[src/rtl/fb_pkg.sv]
// Shared framebuffer constants and the arbiter state encoding.
package fb_pkg;

    localparam int unsigned IMG_W     = 300;
    localparam int unsigned IMG_H     = 200;
    localparam int unsigned FB_DEPTH  = IMG_W * IMG_H;
    localparam int unsigned FB_ADDR_W = 16;
    localparam int unsigned PIX_W     = 12;

    typedef logic [1:0] fb_state_t;

    localparam fb_state_t StRun   = 2'd0;
    localparam fb_state_t StDrain = 2'd1;
    localparam fb_state_t StClear = 2'd2;

endpackage

[src/rtl/fb_port_arbiter_if.sv]
// Bus bundle between the display, pixel writer, clear control and the image BRAM.
interface fb_port_arbiter_if #(
    parameter int unsigned ADDR_W = 16,
    parameter int unsigned DATA_W = 12
);
    logic              rd_en;
    logic [ADDR_W-1:0] rd_addr;
    logic [DATA_W-1:0] rd_data;
    logic              rd_valid;
    logic              wr_valid;
    logic              wr_ready;
    logic [ADDR_W-1:0] wr_addr;
    logic [DATA_W-1:0] wr_data;
    logic              wr_err;
    logic              clr_start;
    logic [DATA_W-1:0] clr_color;
    logic              clr_busy;
    logic              clr_done;
    logic              mem_en;
    logic              mem_we;
    logic [ADDR_W-1:0] mem_addr;
    logic [DATA_W-1:0] mem_din;
    logic [DATA_W-1:0] mem_dout;

    modport slave (
        input  rd_en, rd_addr, wr_valid, wr_addr, wr_data, clr_start, clr_color, mem_dout,
        output rd_data, rd_valid, wr_ready, wr_err, clr_busy, clr_done,
               mem_en, mem_we, mem_addr, mem_din
    );

    modport master (
        output rd_en, rd_addr, wr_valid, wr_addr, wr_data, clr_start, clr_color, mem_dout,
        input  rd_data, rd_valid, wr_ready, wr_err, clr_busy, clr_done,
               mem_en, mem_we, mem_addr, mem_din
    );
endinterface

[src/rtl/fb_wr_fifo.sv]
// Small synchronous FIFO holding pending {addr, data} pixel writes.
module fb_wr_fifo #(
    parameter int unsigned WIDTH = 28,
    parameter int unsigned DEPTH = 4
) (
    input  logic             clk,
    input  logic             reset,
    input  logic             push,
    input  logic [WIDTH-1:0] din,
    input  logic             pop,
    output logic [WIDTH-1:0] dout,
    output logic             full,
    output logic             empty
);
    localparam int unsigned PtrW = (DEPTH > 1) ? $clog2(DEPTH) : 1;
    localparam logic [PtrW:0] FullCount = (PtrW + 1)'(DEPTH);

    logic [WIDTH-1:0] mem_q [DEPTH];
    logic [PtrW-1:0]  wptr_q, rptr_q;
    logic [PtrW:0]    count_q, count_d;
    logic             do_push, do_pop;

    assign full    = (count_q == FullCount);
    assign empty   = (count_q == '0);
    assign do_push = push && !full;
    assign do_pop  = pop && !empty;
    assign dout    = mem_q[rptr_q];

    always_comb begin
        count_d = count_q;
        if (do_push && !do_pop) begin
            count_d = count_q + 1'b1;
        end else if (do_pop && !do_push) begin
            count_d = count_q - 1'b1;
        end
    end

    // Pointers wrap naturally because DEPTH is a power of two.
    always_ff @(posedge clk or posedge reset) begin
        if (reset) begin
            wptr_q  <= '0;
            rptr_q  <= '0;
            count_q <= '0;
        end else begin
            if (do_push) wptr_q <= wptr_q + 1'b1;
            if (do_pop)  rptr_q <= rptr_q + 1'b1;
            count_q <= count_d;
        end
    end

    always_ff @(posedge clk) begin
        if (do_push) mem_q[wptr_q] <= din;
    end

endmodule

[src/rtl/fb_port_arbiter.sv]
// Single-port image BRAM arbiter: display reads > clear fill > buffered pixel writes.
module fb_port_arbiter
    import fb_pkg::*;
#(
    parameter int unsigned ADDR_W     = FB_ADDR_W,
    parameter int unsigned DATA_W     = PIX_W,
    parameter int unsigned DEPTH      = FB_DEPTH,
    parameter int unsigned FIFO_DEPTH = 4
) (
    input logic               clk,
    input logic               reset,
    fb_port_arbiter_if.slave  bus
);
    localparam int unsigned       EntryW   = ADDR_W + DATA_W;
    localparam logic [ADDR_W-1:0] LastAddr = ADDR_W'(DEPTH - 1);

    fb_state_t         state_q, state_d;
    logic [ADDR_W-1:0] cnt_q, cnt_d;
    logic [DATA_W-1:0] color_q, color_d;
    logic              rd_valid_q;
    logic              wr_err_q, wr_err_d;
    logic              clr_done_q, clr_done_d;

    logic              fifo_full, fifo_empty;
    logic              push_req, addr_ok, push, pop, clr_wr;
    logic [EntryW-1:0] head;
    logic [ADDR_W-1:0] head_addr;
    logic [DATA_W-1:0] head_data;

    assign bus.wr_ready = !fifo_full && (state_q == StRun);
    assign push_req     = bus.wr_valid && bus.wr_ready;
    assign addr_ok      = (bus.wr_addr <= LastAddr);
    assign push         = push_req && addr_ok;
    assign clr_wr       = (state_q == StClear) && !bus.rd_en;
    assign pop          = !bus.rd_en && !fifo_empty && (state_q != StClear);
    assign {head_addr, head_data} = head;

    fb_wr_fifo #(
        .WIDTH (EntryW),
        .DEPTH (FIFO_DEPTH)
    ) u_wr_fifo (
        .clk   (clk),
        .reset (reset),
        .push  (push),
        .din   ({bus.wr_addr, bus.wr_data}),
        .pop   (pop),
        .dout  (head),
        .full  (fifo_full),
        .empty (fifo_empty)
    );

    always_comb begin
        bus.mem_en   = 1'b0;
        bus.mem_we   = 1'b0;
        bus.mem_addr = '0;
        bus.mem_din  = '0;
        if (bus.rd_en) begin
            bus.mem_en   = 1'b1;
            bus.mem_addr = bus.rd_addr;
        end else if (clr_wr) begin
            bus.mem_en   = 1'b1;
            bus.mem_we   = 1'b1;
            bus.mem_addr = cnt_q;
            bus.mem_din  = color_q;
        end else if (pop) begin
            bus.mem_en   = 1'b1;
            bus.mem_we   = 1'b1;
            bus.mem_addr = head_addr;
            bus.mem_din  = head_data;
        end
    end

    always_comb begin
        state_d    = state_q;
        cnt_d      = cnt_q;
        color_d    = color_q;
        clr_done_d = 1'b0;
        wr_err_d   = push_req && !addr_ok;
        case (state_q)
            StRun: begin
                if (bus.clr_start) begin
                    color_d = bus.clr_color;
                    state_d = StDrain;
                end
            end
            StDrain: begin
                // No pushes are accepted here, so empty stays empty.
                if (fifo_empty) begin
                    cnt_d   = '0;
                    state_d = StClear;
                end
            end
            StClear: begin
                if (clr_wr) begin
                    if (cnt_q == LastAddr) begin
                        cnt_d      = '0;
                        clr_done_d = 1'b1;
                        state_d    = StRun;
                    end else begin
                        cnt_d = cnt_q + 1'b1;
                    end
                end
            end
            default: state_d = StRun;
        endcase
    end

    always_ff @(posedge clk or posedge reset) begin
        if (reset) begin
            state_q    <= StRun;
            cnt_q      <= '0;
            color_q    <= '0;
            rd_valid_q <= 1'b0;
            wr_err_q   <= 1'b0;
            clr_done_q <= 1'b0;
        end else begin
            state_q    <= state_d;
            cnt_q      <= cnt_d;
            color_q    <= color_d;
            rd_valid_q <= bus.rd_en;
            wr_err_q   <= wr_err_d;
            clr_done_q <= clr_done_d;
        end
    end

    assign bus.rd_valid = rd_valid_q;
    assign bus.rd_data  = rd_valid_q ? bus.mem_dout : '0;
    assign bus.wr_err   = wr_err_q;
    assign bus.clr_done = clr_done_q;
    assign bus.clr_busy = (state_q != StRun);

endmodule

[src/flat_wrapper.sv]
// flat-port wrapper written by rule: the top's interface ports become plain ports
module fb_port_arbiter_flat import fb_pkg::*;
#(
    parameter int unsigned ADDR_W     = FB_ADDR_W,
    parameter int unsigned DATA_W     = PIX_W,
    parameter int unsigned DEPTH      = FB_DEPTH,
    parameter int unsigned FIFO_DEPTH = 4
)
  (clk, reset, bus_rd_en, bus_rd_addr, bus_wr_valid, bus_wr_addr, bus_wr_data, bus_clr_start, bus_clr_color, bus_mem_dout, bus_rd_data, bus_rd_valid, bus_wr_ready, bus_wr_err, bus_clr_busy, bus_clr_done, bus_mem_en, bus_mem_we, bus_mem_addr, bus_mem_din);
  fb_port_arbiter_if #(.ADDR_W(ADDR_W), .DATA_W(DATA_W)) bus_i ();
  input logic clk;
  input logic reset;
  input wire logic [$bits(bus_i.rd_en)-1:0] bus_rd_en;
  input wire logic [$bits(bus_i.rd_addr)-1:0] bus_rd_addr;
  input wire logic [$bits(bus_i.wr_valid)-1:0] bus_wr_valid;
  input wire logic [$bits(bus_i.wr_addr)-1:0] bus_wr_addr;
  input wire logic [$bits(bus_i.wr_data)-1:0] bus_wr_data;
  input wire logic [$bits(bus_i.clr_start)-1:0] bus_clr_start;
  input wire logic [$bits(bus_i.clr_color)-1:0] bus_clr_color;
  input wire logic [$bits(bus_i.mem_dout)-1:0] bus_mem_dout;
  output wire logic [$bits(bus_i.rd_data)-1:0] bus_rd_data;
  output wire logic [$bits(bus_i.rd_valid)-1:0] bus_rd_valid;
  output wire logic [$bits(bus_i.wr_ready)-1:0] bus_wr_ready;
  output wire logic [$bits(bus_i.wr_err)-1:0] bus_wr_err;
  output wire logic [$bits(bus_i.clr_busy)-1:0] bus_clr_busy;
  output wire logic [$bits(bus_i.clr_done)-1:0] bus_clr_done;
  output wire logic [$bits(bus_i.mem_en)-1:0] bus_mem_en;
  output wire logic [$bits(bus_i.mem_we)-1:0] bus_mem_we;
  output wire logic [$bits(bus_i.mem_addr)-1:0] bus_mem_addr;
  output wire logic [$bits(bus_i.mem_din)-1:0] bus_mem_din;
  assign bus_i.rd_en = bus_rd_en;
  assign bus_i.rd_addr = bus_rd_addr;
  assign bus_i.wr_valid = bus_wr_valid;
  assign bus_i.wr_addr = bus_wr_addr;
  assign bus_i.wr_data = bus_wr_data;
  assign bus_i.clr_start = bus_clr_start;
  assign bus_i.clr_color = bus_clr_color;
  assign bus_i.mem_dout = bus_mem_dout;
  assign bus_rd_data = bus_i.rd_data;
  assign bus_rd_valid = bus_i.rd_valid;
  assign bus_wr_ready = bus_i.wr_ready;
  assign bus_wr_err = bus_i.wr_err;
  assign bus_clr_busy = bus_i.clr_busy;
  assign bus_clr_done = bus_i.clr_done;
  assign bus_mem_en = bus_i.mem_en;
  assign bus_mem_we = bus_i.mem_we;
  assign bus_mem_addr = bus_i.mem_addr;
  assign bus_mem_din = bus_i.mem_din;
  fb_port_arbiter #(.ADDR_W(ADDR_W), .DATA_W(DATA_W), .DEPTH(DEPTH), .FIFO_DEPTH(FIFO_DEPTH)) u_core (.clk(clk), .reset(reset), .bus(bus_i));
endmodule
[config.mk]
export PLATFORM = sky130hd
export DESIGN_NAME = fb_port_arbiter_flat
export DESIGN_NICKNAME = d
export VERILOG_FILES = /design/src/rtl/fb_pkg.sv /design/src/rtl/fb_port_arbiter_if.sv /design/src/rtl/fb_wr_fifo.sv /design/src/rtl/fb_port_arbiter.sv /design/src/flat_wrapper.sv
export SDC_FILE = /design/constraint.sdc
export NUM_CORES = 1
export LEC_CHECK = 0
export ABC_AREA = 0
export CAP_MARGIN = 20
export CORE_MARGIN = 10
export CORE_UTILIZATION = 45
export CTS_CLUSTER_DIAMETER = 30
export DETAILED_ROUTE_END_ITERATION = 8
export GPL_TIMING_DRIVEN = 0
export PLACE_DENSITY = 0.71
export SETUP_SLACK_MARGIN = 0.4
export SYNTH_ARGS = -nofsm -noshare
export SYNTH_HDL_FRONTEND = slang
export SYNTH_HIERARCHICAL = 1
export SYNTH_SLANG_ARGS = --single-unit
[constraint.sdc]
create_clock -name clk -period 2.8 [get_ports clk]
set_clock_uncertainty 0.15 [all_clocks]
set_input_delay 0.28 -clock clk [delete_from_list [all_inputs] [get_ports clk]]
set_output_delay 0.28 -clock clk [all_outputs]
set_load 0.01 [all_outputs]
[Word level (Yosys, flattened, before mapping)]
Memories as Yosys holds them, arrays and structs flattened.
Cells that the tools add are included.
Storage, ports and cells
  register bits: 40
  memory bits (writable): 112
  input port bits: 73
  output and inout bits: 47
  memories: 1
Memory list
  u_core.u_wr_fifo.mem_q: depth 4, width 28, rd ports 1, clocked after Yosys merged registers in 0, wr ports 1, RTL line fb_wr_fifo.sv:18  | logic [WIDTH-1:0] mem_q [DEPTH];
Operators by class
  $add $sub $neg: 5
  order comparisons: 1
  equality and inequality tests: 9
  muxes and demuxes: 27
  reduce and logical (&&, ||, !) cells: 25
Operator list (number)
  $mux 16: 6
  $mux 12: 4
  $pmux 16 s2: 1
  $add 16x1->16 const B: 1
  $eq 16x16->1 const B: 1
  $le 16x16->1 const B: 1
  $logic_and 1x1->1: 11
  $mux 1: 9
  $mux 2: 4
  $logic_not 1->1: 6
  $mux 3: 2
  $ne 2x2->1 const B: 3
  $pmux 2 s3: 1
  $reduce_bool 2->1: 3
  $add 2x1->2 const B: 2
  $ne 2x1->1 const B: 2
  $reduce_and 4->1: 1
  $add 3x1->3 const B: 1
  $eq 3x3->1 const B: 1
  $logic_not 3->1: 1
  $reduce_and 3->1: 1
  $sub 3x1->3 const B: 1
  $eq 2x1->1 const B: 1
  $eq 2x2->1 const B: 1
  other kinds (2): 2

[Logic depth before layout (Yosys ltp)]
Gate-level depths: netlist of run 1.
  word-level depth: 10
  depth in mapped cells: 13
  depth with buffers taken out: 11

[Modules after synthesis]
Netlist of run 1, hierarchy kept.
By module, submodules not included
  fb_wr_fifo: instances 1, cells an instance 182, area each 4474.3 um^2, sequential area each 3538.4 um^2
  fb_port_arbiter: instances 1, cells an instance 276, area each 2347.3 um^2, sequential area each 825.8 um^2

[Worst setup path after synthesis of run 1]
OpenSTA, ideal clock, no wires.
  kind: flip-flop to flip-flop
  start: register u_core.state_q[0]
  end: register u_core.u_wr_fifo.count_q[2]
  setup time: 0.079 ns
  arrival: 2.438 ns
  data required time: 2.571 ns
  slack: 0.133 ns
  stages on the path, launching flop included: 14
  buffers on the path: 2
  cells stage by stage: dfrtp_1 > buf_2 > or2_2 > nor2_1 > nand2_1 > nor2_1 > nor2b_2 > buf_6 > ha_1 > inv_1 > fa_1 > xor2_1 > nor2_1 > xor2_1
Between the ends
  word-level cells in the longest chain between the ends: 8
  elaborated cells on any way between the ends: 14
Ends and longest elaborated chain
  start, declared: RTL line fb_port_arbiter.sv:17  | fb_state_t state_q, state_d;
  start signal, assigned: RTL line fb_port_arbiter.sv:110  | state_q <= StRun;
  start signal, assigned: RTL line fb_port_arbiter.sv:117  | state_q <= state_d;
  $logic_not 2->1 *: RTL line fb_port_arbiter.sv:30  | assign bus.wr_ready = !fifo_full && (state_q == StRun);
  $logic_and 1x1->1 *: RTL line fb_port_arbiter.sv:30
  named net bus_wr_ready: RTL line flat_wrapper.sv:23  | output wire logic [$bits(bus_i.wr_ready)-1:0] bus_wr_ready;
  $logic_and 1x1->1 *: RTL line fb_port_arbiter.sv:31  | assign push_req = bus.wr_valid && bus.wr_ready;
  $logic_and 1x1->1 *: RTL line fb_port_arbiter.sv:33  | assign push = push_req && addr_ok;
  named net u_core.push: RTL line fb_port_arbiter.sv:25  | logic push_req, addr_ok, push, pop, clr_wr;
  $logic_and 1x1->1 *: RTL line fb_wr_fifo.sv:25  | assign do_push = push && !full;
  named net u_core.u_wr_fifo.do_push: RTL line fb_wr_fifo.sv:21  | logic do_push, do_pop;
  $logic_not 1->1: RTL line fb_wr_fifo.sv:33  | end else if (do_pop && !do_push) begin
  $logic_and 1x1->1: RTL line fb_wr_fifo.sv:33
  $reduce_bool 2->1 (no line)
  end signal, assigned: RTL line fb_wr_fifo.sv:47  | count_q <= count_d;
  end, declared: RTL line fb_wr_fifo.sv:20  | logic [PtrW:0] count_q, count_d;
The timed path passes the listed nets; every way through them passes the cells marked *.
A chain may end at the register's enable or synchronous reset.

[Worst setup path in the final report of run 1]
  start: register u_core.u_wr_fifo.rptr_q[0]
  end: output bus_mem_addr[0]
Between the ends
  word-level cells in the longest chain between the ends: 4
Ends and longest elaborated chain
  start, declared: RTL line fb_wr_fifo.sv:19  | logic [PtrW-1:0] wptr_q, rptr_q;
  start signal, assigned: RTL line fb_wr_fifo.sv:46  | if (do_pop) rptr_q <= rptr_q + 1'b1;
  $mem_v2 4x28
  named net u_core.head[12]: RTL line fb_port_arbiter.sv:26  | logic [EntryW-1:0] head;
  $mux 16: RTL line fb_port_arbiter.sv:65  | end else if (pop) begin
  $mux 16: RTL line fb_port_arbiter.sv:60  | end else if (clr_wr) begin
  $mux 16: RTL line fb_port_arbiter.sv:57  | if (bus.rd_en) begin
  end, declared: RTL line flat_wrapper.sv:29  | output wire logic [$bits(bus_i.mem_addr)-1:0] bus_mem_addr;
The timed path passes the listed nets, and every way through them passes these cells.

==> metrics.txt, run 1 <==
All-Layer GR Usage 0.174; Post-Synthesis Cells 458; Int Power 0.00642 W; dominant cell type by area after synthesis edfxtp_1; top_reg_cell synth edfxtp_1; Post-Syn Area 6820 um2; WL met3 1.37 mm; starting density of the core 0.464; CTS buffer count 17; Die W 143 um; slew of the pin with the lowest slew margin 835 ps; crit end category primary output; final cell count without fillers 834; Pre-Repair DR Iteration Count 5; Crit Path Category register to primary output; #FFs+latches synth 152; largest net degree at the start of global routing 34; Core ar. 14700 um2; Final ANT Viol Nets 0; maximum vdd drop 566 uV; total power 0.00920 W; number of diodes 0; Max Fclk 382 MHz; combinational power share 0.402; # H-tree levels 4; EDFF count, synth 112; Reg power frac 0.326; via count 4746; number of port buffers 119; chip height 143 um; clock-pin slew on the worst setup and hold paths 60 ps; Slowest cell on crit path mux4_2; status complete, no violations; worst min-delay path category input pin to asynchronous set/reset pin; setup TNS 0 ps; slew margin rel. 0.443; DR top layer met4; DR iter-0 viols 467; max-slew violation count 0; die area 20500 um2; top-area cell type share of the netlist area 0.493; crit path max fanout 4; Startpoint Class register; switch share 0.302; crit path cell chain buf_12, buf_6, buf_16, mux4_2, and3_4, a21oi_2, o21ai_1, buf_2; worst-skew pair later-pin latency 420 ps; count of final hold-check violations 0; vias in the first global route 4828; PD cells 967 nW/um2; placed cells 761; Via density 5.69; RSZ-0062 raised after global routing true; largest cells by area after synthesis edfxtp_1 (49%), dfrtp_1 (15%), mux4_2 (9.2%), mux2_2 (2.1%), and3_1 (1.8%); root buffer selected by CTS clkbuf_16; clock sink count 152; count leader, synth edfxtp_1; post-synthesis average cell area 14.9 um2; clock power share 0.272; clk buf depth 2; async set-or-reset flop fraction in the synthesized netlist 0.263; top cells by count, synth edfxtp_1 (112), dfrtp_1 (40), nand2_1 (29), mux4_2 (28), a21oi_1 (21); routed wire length per instance 21.6 um; syn nets 538; Final nets 717; total grt overflow 0; met1 WL 7.34 mm; routability cong. 0.907; Post-Route Utilization 0.647; Area growth syn-to-layout 39.5%; WL final 18.0 mm; row count 44; Post-DP HPWL 11.8 mm; Seq/Total Area, Yosys 0.640; MaxCap Viol Count 0; critical path's largest stage delay 480 ps; switching pwr 0.00278 W; num ports 120; Critical Path AT 2190 ps; clock period minus worst slack 2620 ps; Pleak 3.58 nW; share of cells above drive strength 1 0.362; TritonCTS clock tree yes; first-pass GRT wire length 27.2 mm; final setup fails 0; initial antenna violation count 0; Tcrit/Tclk final 0.935; Cell variety after synth 54; WL met2 9.13 mm; hold buffers post-CTS 0; final non-filler cell area 9510 um2; area post-placement 8280 um2; Syn. warnings 6; Worst Path Required 2370 ps; DRC viols 0
flip-flops by register name, summed over array words and instances (netlist names):
signal,count
u_core/u_wr_fifo/rptr_q,2
u_core/cnt_q,16
u_core/bus.clr_done,1
u_core/bus.rd_valid,1
u_core/color_q,12
u_core/u_wr_fifo/count_q,3
u_core/bus.wr_err,1
u_core/u_wr_fifo/wptr_q,2
u_core/state_q,2
u_core/u_wr_fifo/mem_q,112
power by group through the flow:
stage	Combinational (W)	Clock, W	Sequential [W]
global route	0.00393	0.00264	0.00303
floorplan	0.00175	0	0.00297
detailed placement	0.00277	0	0.00303
finish	0.00370	0.00250	0.00299
CTS	0.00353	0.00254	0.00299
global placement	0.00272	0	0.00301
path summary, 6_finish.rpt:
| kind | depth (start not counted) | slack (ps) | startpoint | end |
|---|---|---|---|---|
| worst min-delay path | 2 | 0.2 | reset | u_core/u_wr_fifo/rptr_q[1] |
| min in group clk | 1 | 10 | bus_wr_addr[7] | u_core/u_wr_fifo/mem_q[3][19] |
| worst max register to register | 13 | 300 | u_core/state_q[0] | u_core/u_wr_fifo/count_q[2] |
| worst max-delay path | 8 | 180 | u_core/u_wr_fifo/rptr_q[0] | bus_mem_addr[0] |
| max in group asynchronous | 2 | 1690 | reset | u_core/state_q[1] |
| worst min register to register | 1 | 360 | u_core/color_q[4] | u_core/color_q[4] |
logic make-up after synthesis:
family / after synthesis / share of synthesized area
flip-flops: 152 / 0.640
AND/OR/NAND/NOR: 128 / 0.110
AO/OA/AOI/OAI: 81 / 0.0750
multiplexers: 44 / 0.119
buffers and inverters: 40 / 0.0350
adder cells (fa/ha/maj): 7 / 0.0139
XOR/XNOR: 6 / 0.00770
cell type report:
type | count | area (um2)
tap | 184 | 230
multi-input combinational | 269 | 2520
inverter | 10 | 40.0
timing repair buffer | 157 | 1410
sequential | 152 | 4370
fill | 1034 | 5190
clock buffer | 18 | 429
buffer | 30 | 292
clock inverter | 14 | 220
stage by stage:
step | setup WS [ps] | hold WS [ps]
2_1_floorplan | 397 | -66.6
3_3_place_gp | -509 | 341
3_5_place_dp | -503 | 346
4_1_cts | 163 | 0.651
5_1_grt | 117 | 5.36
6_report | 182 | 0.230
repair_timing:
item,4_1_cts,5_1_grt
pin swaps,22,24
setup endpoints to repair,144,117
cloned,2,3
buffers inserted,27,9
gates resized for setup,230,31
cell usage in the layout (no fill, tap or decap), types with 5 or more instances in the layout:
cell,count
a21oi_1,5
a21oi_2,15
a22o_1,12
a31oi_1,15
and2_1,13
and2_4,7
and3_4,16
buf_2,28
buf_4,28
buf_6,16
bufinv_16,5
clkbuf_1,5
clkbuf_16,17
clkbuf_2,10
clkdlybuf4s50_1,76
dfrtp_1,36
dlygate4sd2_1,8
edfxtp_1,112
ha_1,5
inv_1,7
mux2_2,12
mux4_2,28
nand2_1,29
nand3_1,13
nand4_1,6
nor2_1,9
o21ai_0,5
o21ai_1,14
routing by layer:
metal | GRT usage | up-vias
met5 | 0 | -
li1 | - | 2150
met3 | 0.0537 | 22
met2 | 0.291 | 182
met4 | 0.0494 | 0
met1 | 0.214 | 2392
worst max-delay path, delay by kind of cell, from the launching register on:
family	cells	cell delay, ps
flip-flops	1	410
AO/OA/AOI/OAI	2	190
AND/OR/NAND/NOR	1	190
buffers and inverters	4	500
multiplexers	1	480
No activity file was read; power rests on OpenSTA's default activity.
==> run 2: changes to the inputs <==
- PLACE_DENSITY: 0.71 -> 0.73
==> run 2 against run 1 <==
  * The run now ends with hold timing left
  * Fmax is 0.42% lower
  * Non-clock buffer count is 2 lower
  * Total power is 0.77% lower
  * Worst setup slack worse by 11 ps
  * Clock power is 4% lower
  * Die area stayed put
  * Count of clock-buffer cells in the layout stayed put
  * Sequential share of layout area is 0.11 points lower
  * Global-route usage is 0.069 points higher
  * Critical endpoint is now bus_mem_addr[1]
==> metrics.txt, run 2 (synthesis results as in run 1) <==
root buffer selected by CTS clkbuf_16; PD cells 957 nW/um2; num ports 120; largest net degree at the start of global routing 34; Post-DP HPWL 12.1 mm; Final ANT Viol Nets 0; slew of the pin with the lowest slew margin 791 ps; Final nets 715; Tcrit/Tclk final 0.939; Pleak 3.63 nW; status finished, violations left; CP most frequent cell buf_12; Hold Slack -1.41 ps; WL final 18.9 mm; initial antenna violation count 0; Worst Path Required 2370 ps; WP buf/inv 4; Slowest cell on crit path dfrtp_2; crit path cell chain buf_12, clkbuf_16, buf_12, mux4_2, and3_4, a21oi_4, o21ai_1, buf_2; Worst Setup Slack, final 171 ps; most frequent cells in the layout edfxtp_1 (112), clkdlybuf4s50_1 (76), dfrtp_1 (35); share of cells above drive strength 1 0.347; clock sink count 152; DR iter-0 viols 488; clock-pin slew on the worst setup and hold paths 60 ps; worst-skew pair later-pin latency 410 ps; row count 44; placed cells 761; starting density of the core 0.464; clock period minus worst slack 2630 ps; Area growth syn-to-layout 39.8%; Largest delay share family, worst path buffers and inverters; first-pass GRT wire length 27.6 mm; routed wire length per instance 22.7 um; final setup fails 0; largest registers u_core/u_wr_fifo/mem_q x112, u_core/cnt_q x16, u_core/color_q x12; Max Fclk 380 MHz; routability cong. 0.920; final cell count without fillers 832; pre-CTS setup slack -595 ps; vias in the first global route 4812; Core ar. 14700 um2; clk buf depth 2; number of diodes 0; crit path max fanout 4; max-slew violation count 0; slew margin rel. 0.472; MaxCap Viol Count 0; critical path's largest stage delay 440 ps; violated checks hold timing; Die W 143 um; Pre-Repair DR Iteration Count 5; die area 20500 um2; CTS buffer count 17; Startpoint Class register; largest register by flop count u_core/u_wr_fifo/mem_q; total grt overflow 0; max FFs per register 112; All-Layer GR Usage 0.175; TritonCTS clock tree yes; crit end category primary output; Via density 5.74; DRC viols 0; Crit Path Category register to primary output; count of final hold-check violations 4; number of port buffers 119; maximum vdd drop 569 uV; Critical Path AT 2200 ps; chip height 143 um; RSZ-0062 raised after global routing true; worst min-delay path category input pin to register; most common cell after layout, fill and taps aside edfxtp_1; via count 4772; # H-tree levels 4
==> run 2: changes by cell type in the layout (fill, tap and decap cells not counted), sizes merged, moves of 2 or more <==
| cell | delta |
|---|---|
| dlygate4sd2 | +2 |
| clkbuf | -2 |
| clkinvlp | +2 |
| buf | -8 |
| dlymetal6s2s | +6 |
==> run 2: repair_timing <==
item | in CTS | in global routing
pin swaps | 10 | 20
resized for setup | 88 | 143
setup endpoints to repair | 145 | 145
hold buffers | 1 | 0
hold endpoints to repair | 7 | 0
gates cloned | 0 | 5
setup buffers | 14 | 19
==> run 2: report_power, final <==
group / internal (W) / leakage (nW) / switching, W
Clock: 0.00150 / 0.289 / 0.000915
Sequential: 0.00279 / 1.51 / 0.000234
Combinational: 0.00203 / 1.83 / 0.00166
==> run 2: per-layer routing <==
metal	part of all wire	vias to the layer above	GRT usage
li1	-	2144	-
met1	0.41	2425	0.223
met2	0.52	188	0.293
met3	0.059	15	0.0345
met4	0.011	0	0.0586
met5	0	-	0
==> run 2: final timing paths <==
check / startpoint / endpoint / slack (ps) / cells past startpoint
max reg2reg: u_core/state_q[0] / u_core/u_wr_fifo/count_q[2] / 230 / 13
max in group asynchronous: reset / u_core/state_q[1] / 1190 / 3
min: bus_wr_addr[10] / u_core/u_wr_fifo/mem_q[1][22] / -1 / 1
max: u_core/u_wr_fifo/rptr_q[0] / bus_mem_addr[1] / 170 / 8
min in group asynchronous: reset / u_core/u_wr_fifo/rptr_q[1] / 570 / 3
min reg2reg: u_core/color_q[5] / u_core/color_q[5] / 360 / 1
==> run 2: worst register-to-register path: cells and delay by family, from the launching register on <==
| family | cells | cell delay [ps] |
|---|---|---|
| simple gates | 6 | 860 |
| buf+inv | 3 | 280 |
| fa+ha+maj | 2 | 470 |
| flops | 1 | 380 |
| xor+xnor | 2 | 340 |
==> run 2: metrics by stage <==
stage                     hold slack (ps)  instance area, um2   util  power, W  TNS, ps
after floorplan                     -66.6                6860      -   0.00472        0
after global placement                339                8280  0.563   0.00572   -49760
after detailed placement              350                8280  0.563   0.00579   -54970
after CTS                             103                9140  0.622   0.00843        0
after global routing                 8.98                9540  0.649   0.00950        0
final                               -1.41                9540  0.649   0.00913        0
==> run 2: final cells by class <==
class,instances,area (um2)
Multi-Input combinational cell,269,2530
Sequential cell,152,4370
Clock buffer,18,429
Timing Repair Buffer,155,1460
Inverter,10,37.5
Tap cell,184,230
Clock inverter,14,198
Fill cell,1024,5160
Buffer,30,289
==> run 3: changes to the inputs <==
- TNS_END_PERCENT: not set -> 10
==> run 3 against run 2 <==
  * The run now ends clean
  * Fmax increased by 1.0%
  * Clock power about the same
  * Register-to-register slack hardly changed
  * Count of clock-buffer cells in the layout unchanged
  * Hold slack better by 14 ps
  * Wire length down 4.9%
  * Sequential power about the same
  * First-iteration DRC count decreased by 15%
  * Sequential share of layout area is 1.2 points higher
  * Combinational power down 14%
  * Highest routed layer unchanged
==> metrics.txt, run 3 (synthesis results as in run 1) <==
PD cells 925 nW/um2; Largest delay share family, worst path buffers and inverters; MaxCap Viol Count 0; CTS buffer count 17; worst min-delay path category input pin to register; Hold Slack 12.2 ps; Slowest cell on crit path clkdlybuf4s50_1; final cell count without fillers 817; chip height 143 um; Reg-to-Reg Start u_core/state_q[0]; WL met3 1.25 mm; met1 WL 7.21 mm; R2R Path End u_core/u_wr_fifo/count_q[2]; row count 44; count of final hold-check violations 0; RSZ-0062 raised after global routing true; most frequent cells in the layout edfxtp_1 (112), clkdlybuf4s50_1 (78), dfrtp_1 (36); number of port buffers 119; total power 0.00860 W; Post-DP HPWL 12.1 mm; die area 20500 um2; All-Layer GR Usage 0.171; critical path's largest stage delay 580 ps; TritonCTS clock tree yes; DR iter-0 viols 414; routability cong. 0.920; Worst Setup Slack, final 198 ps; Pre-Repair DR Iteration Count 4; clock sink count 152; root buffer selected by CTS clkbuf_16; Max Fclk 384 MHz; Pleak 3.66 nW; Startpoint Class register; crit end category primary output; pre-CTS setup slack -595 ps; routed wire length per instance 22.0 um; WL met2 9.12 mm; Die W 143 um; number of diodes 0; status complete, no violations; clk buf depth 2; max-slew violation count 0; WL final 18.0 mm; worst-skew pair later-pin latency 410 ps; Final nets 700; largest net degree at the start of global routing 34; slew of the pin with the lowest slew margin 773 ps; min-delay src bus_wr_addr[4]; initial antenna violation count 0; max FFs per register 112; Worst Path Required 2370 ps; Post-Route Utilization 0.633; DRC viols 0; num ports 120; r2r setup slk 220 ps; crit path cell chain buf_6, nand2b_2, clkbuf_2, a21oi_2, clkdlybuf4s50_1; Core ar. 14700 um2; worst reg2reg path depth 13; Tcrit/Tclk final 0.929; largest registers u_core/u_wr_fifo/mem_q x112, u_core/cnt_q x16, u_core/color_q x12; maximum vdd drop 542 uV; # H-tree levels 4; placed cells 761; Worst Hold End u_core/u_wr_fifo/mem_q[1][16]; Crit Path Category register to primary output; vias in the first global route 4733; first-pass GRT wire length 27.1 mm; clock period minus worst slack 2600 ps; final setup fails 0; Via density 5.64; largest register by flop count u_core/u_wr_fifo/mem_q; total grt overflow 0; most common cell after layout, fill and taps aside edfxtp_1; crit path max fanout 10; slew margin rel. 0.485; DR top layer met4; starting density of the core 0.464; Area growth syn-to-layout 36.4%; Critical Path AT 2170 ps; hold depth 1; Final ANT Viol Nets 0; share of cells above drive strength 1 0.283; clock-pin slew on the worst setup and hold paths 60 ps; via count 4608; WP buf/inv 3
==> run 3: cell types whose count changed in the layout (fill, tap and decap cells not counted), moves of 4 or more <==
cell,before,now
buf_2,24,10
dlymetal6s2s_1,7,19
and3_1,7,18
and3_4,13,2
buf_6,17,8
a21oi_1,5,13
clkbuf_2,8,16
o21ai_0,11,19
o21ai_1,8,1
a21oi_4,5,0
dlygate4sd2_1,10,5
buf_4,23,19
==> run 3: report_power, final <==
group	switching [W]	leakage, nW	internal, W
Combinational	0.00148	1.85	0.00171
Clock	0.000907	0.289	0.00150
Sequential	0.000213	1.52	0.00279
Total	0.00260	3.66	0.00600
==> run 3: area by class of cell <==
class / instances / area [um2]
sequential: 152 / 4370
multi-input combinational: 268 / 2380
timing repair buffer: 141 / 1380
tap: 184 / 230
buffer: 30 / 280
clock buffer: 18 / 429
inverter: 10 / 37.5
clock inverter: 14 / 198
fill: 1064 / 5400
==> run 3: per-layer routing <==
metal / global-route usage / vias to the layer above
met1: 0.217 / 2307
met3: 0.0352 / 26
met5: 0 / -
met2: 0.283 / 166
li1: - / 2109
met4: 0.0635 / 0
==> run 3: worst register-to-register path: stages, from the launching register on <==
cell,delay (ps)
dfrtp_1,380
buf_6,130
or2_4,290
nor2_4,110
nand2_1,60
nor2_1,110
nor2b_2,160
buf_6,120
ha_4,140
inv_2,40
fa_2,340
xor2_1,150
nor2_1,120
xor2_1,190
==> run 3: worst max path at each step <==
stage	start	to	slack (ps)	cells past startpoint
2_1_floorplan	u_core/state_q[0]	u_core/u_wr_fifo/count_q[2]	400	13
3_3_place_gp	bus_wr_addr[9]	u_core/u_wr_fifo/count_q[1]	-520	11
3_5_place_dp	bus_wr_addr[9]	u_core/u_wr_fifo/count_q[1]	-590	11
4_1_cts	u_core/u_wr_fifo/rptr_q[0]	bus_mem_addr[6]	50	6
5_1_grt	u_core/state_q[0]	bus_mem_we	120	5
6_report	u_core/state_q[0]	bus_mem_we	200	5
==> run 3: what timing repair did <==
item	4_1_cts	5_1_grt
hold endpoints to repair	7	0
gates resized for setup	63	81
gates cloned	0	5
pin swaps	3	11
setup endpoints to repair	145	145
setup buffers	5	13
hold buffers	1	0
==> run 3: through the flow <==
stage | TNS [ps] | instance area [um2]
detailed placement | -54970 | 8280
finish | 0 | 9300
floorplan | 0 | 6860
global placement | -49760 | 8280
global route | 0 | 9300
CTS | 0 | 9060
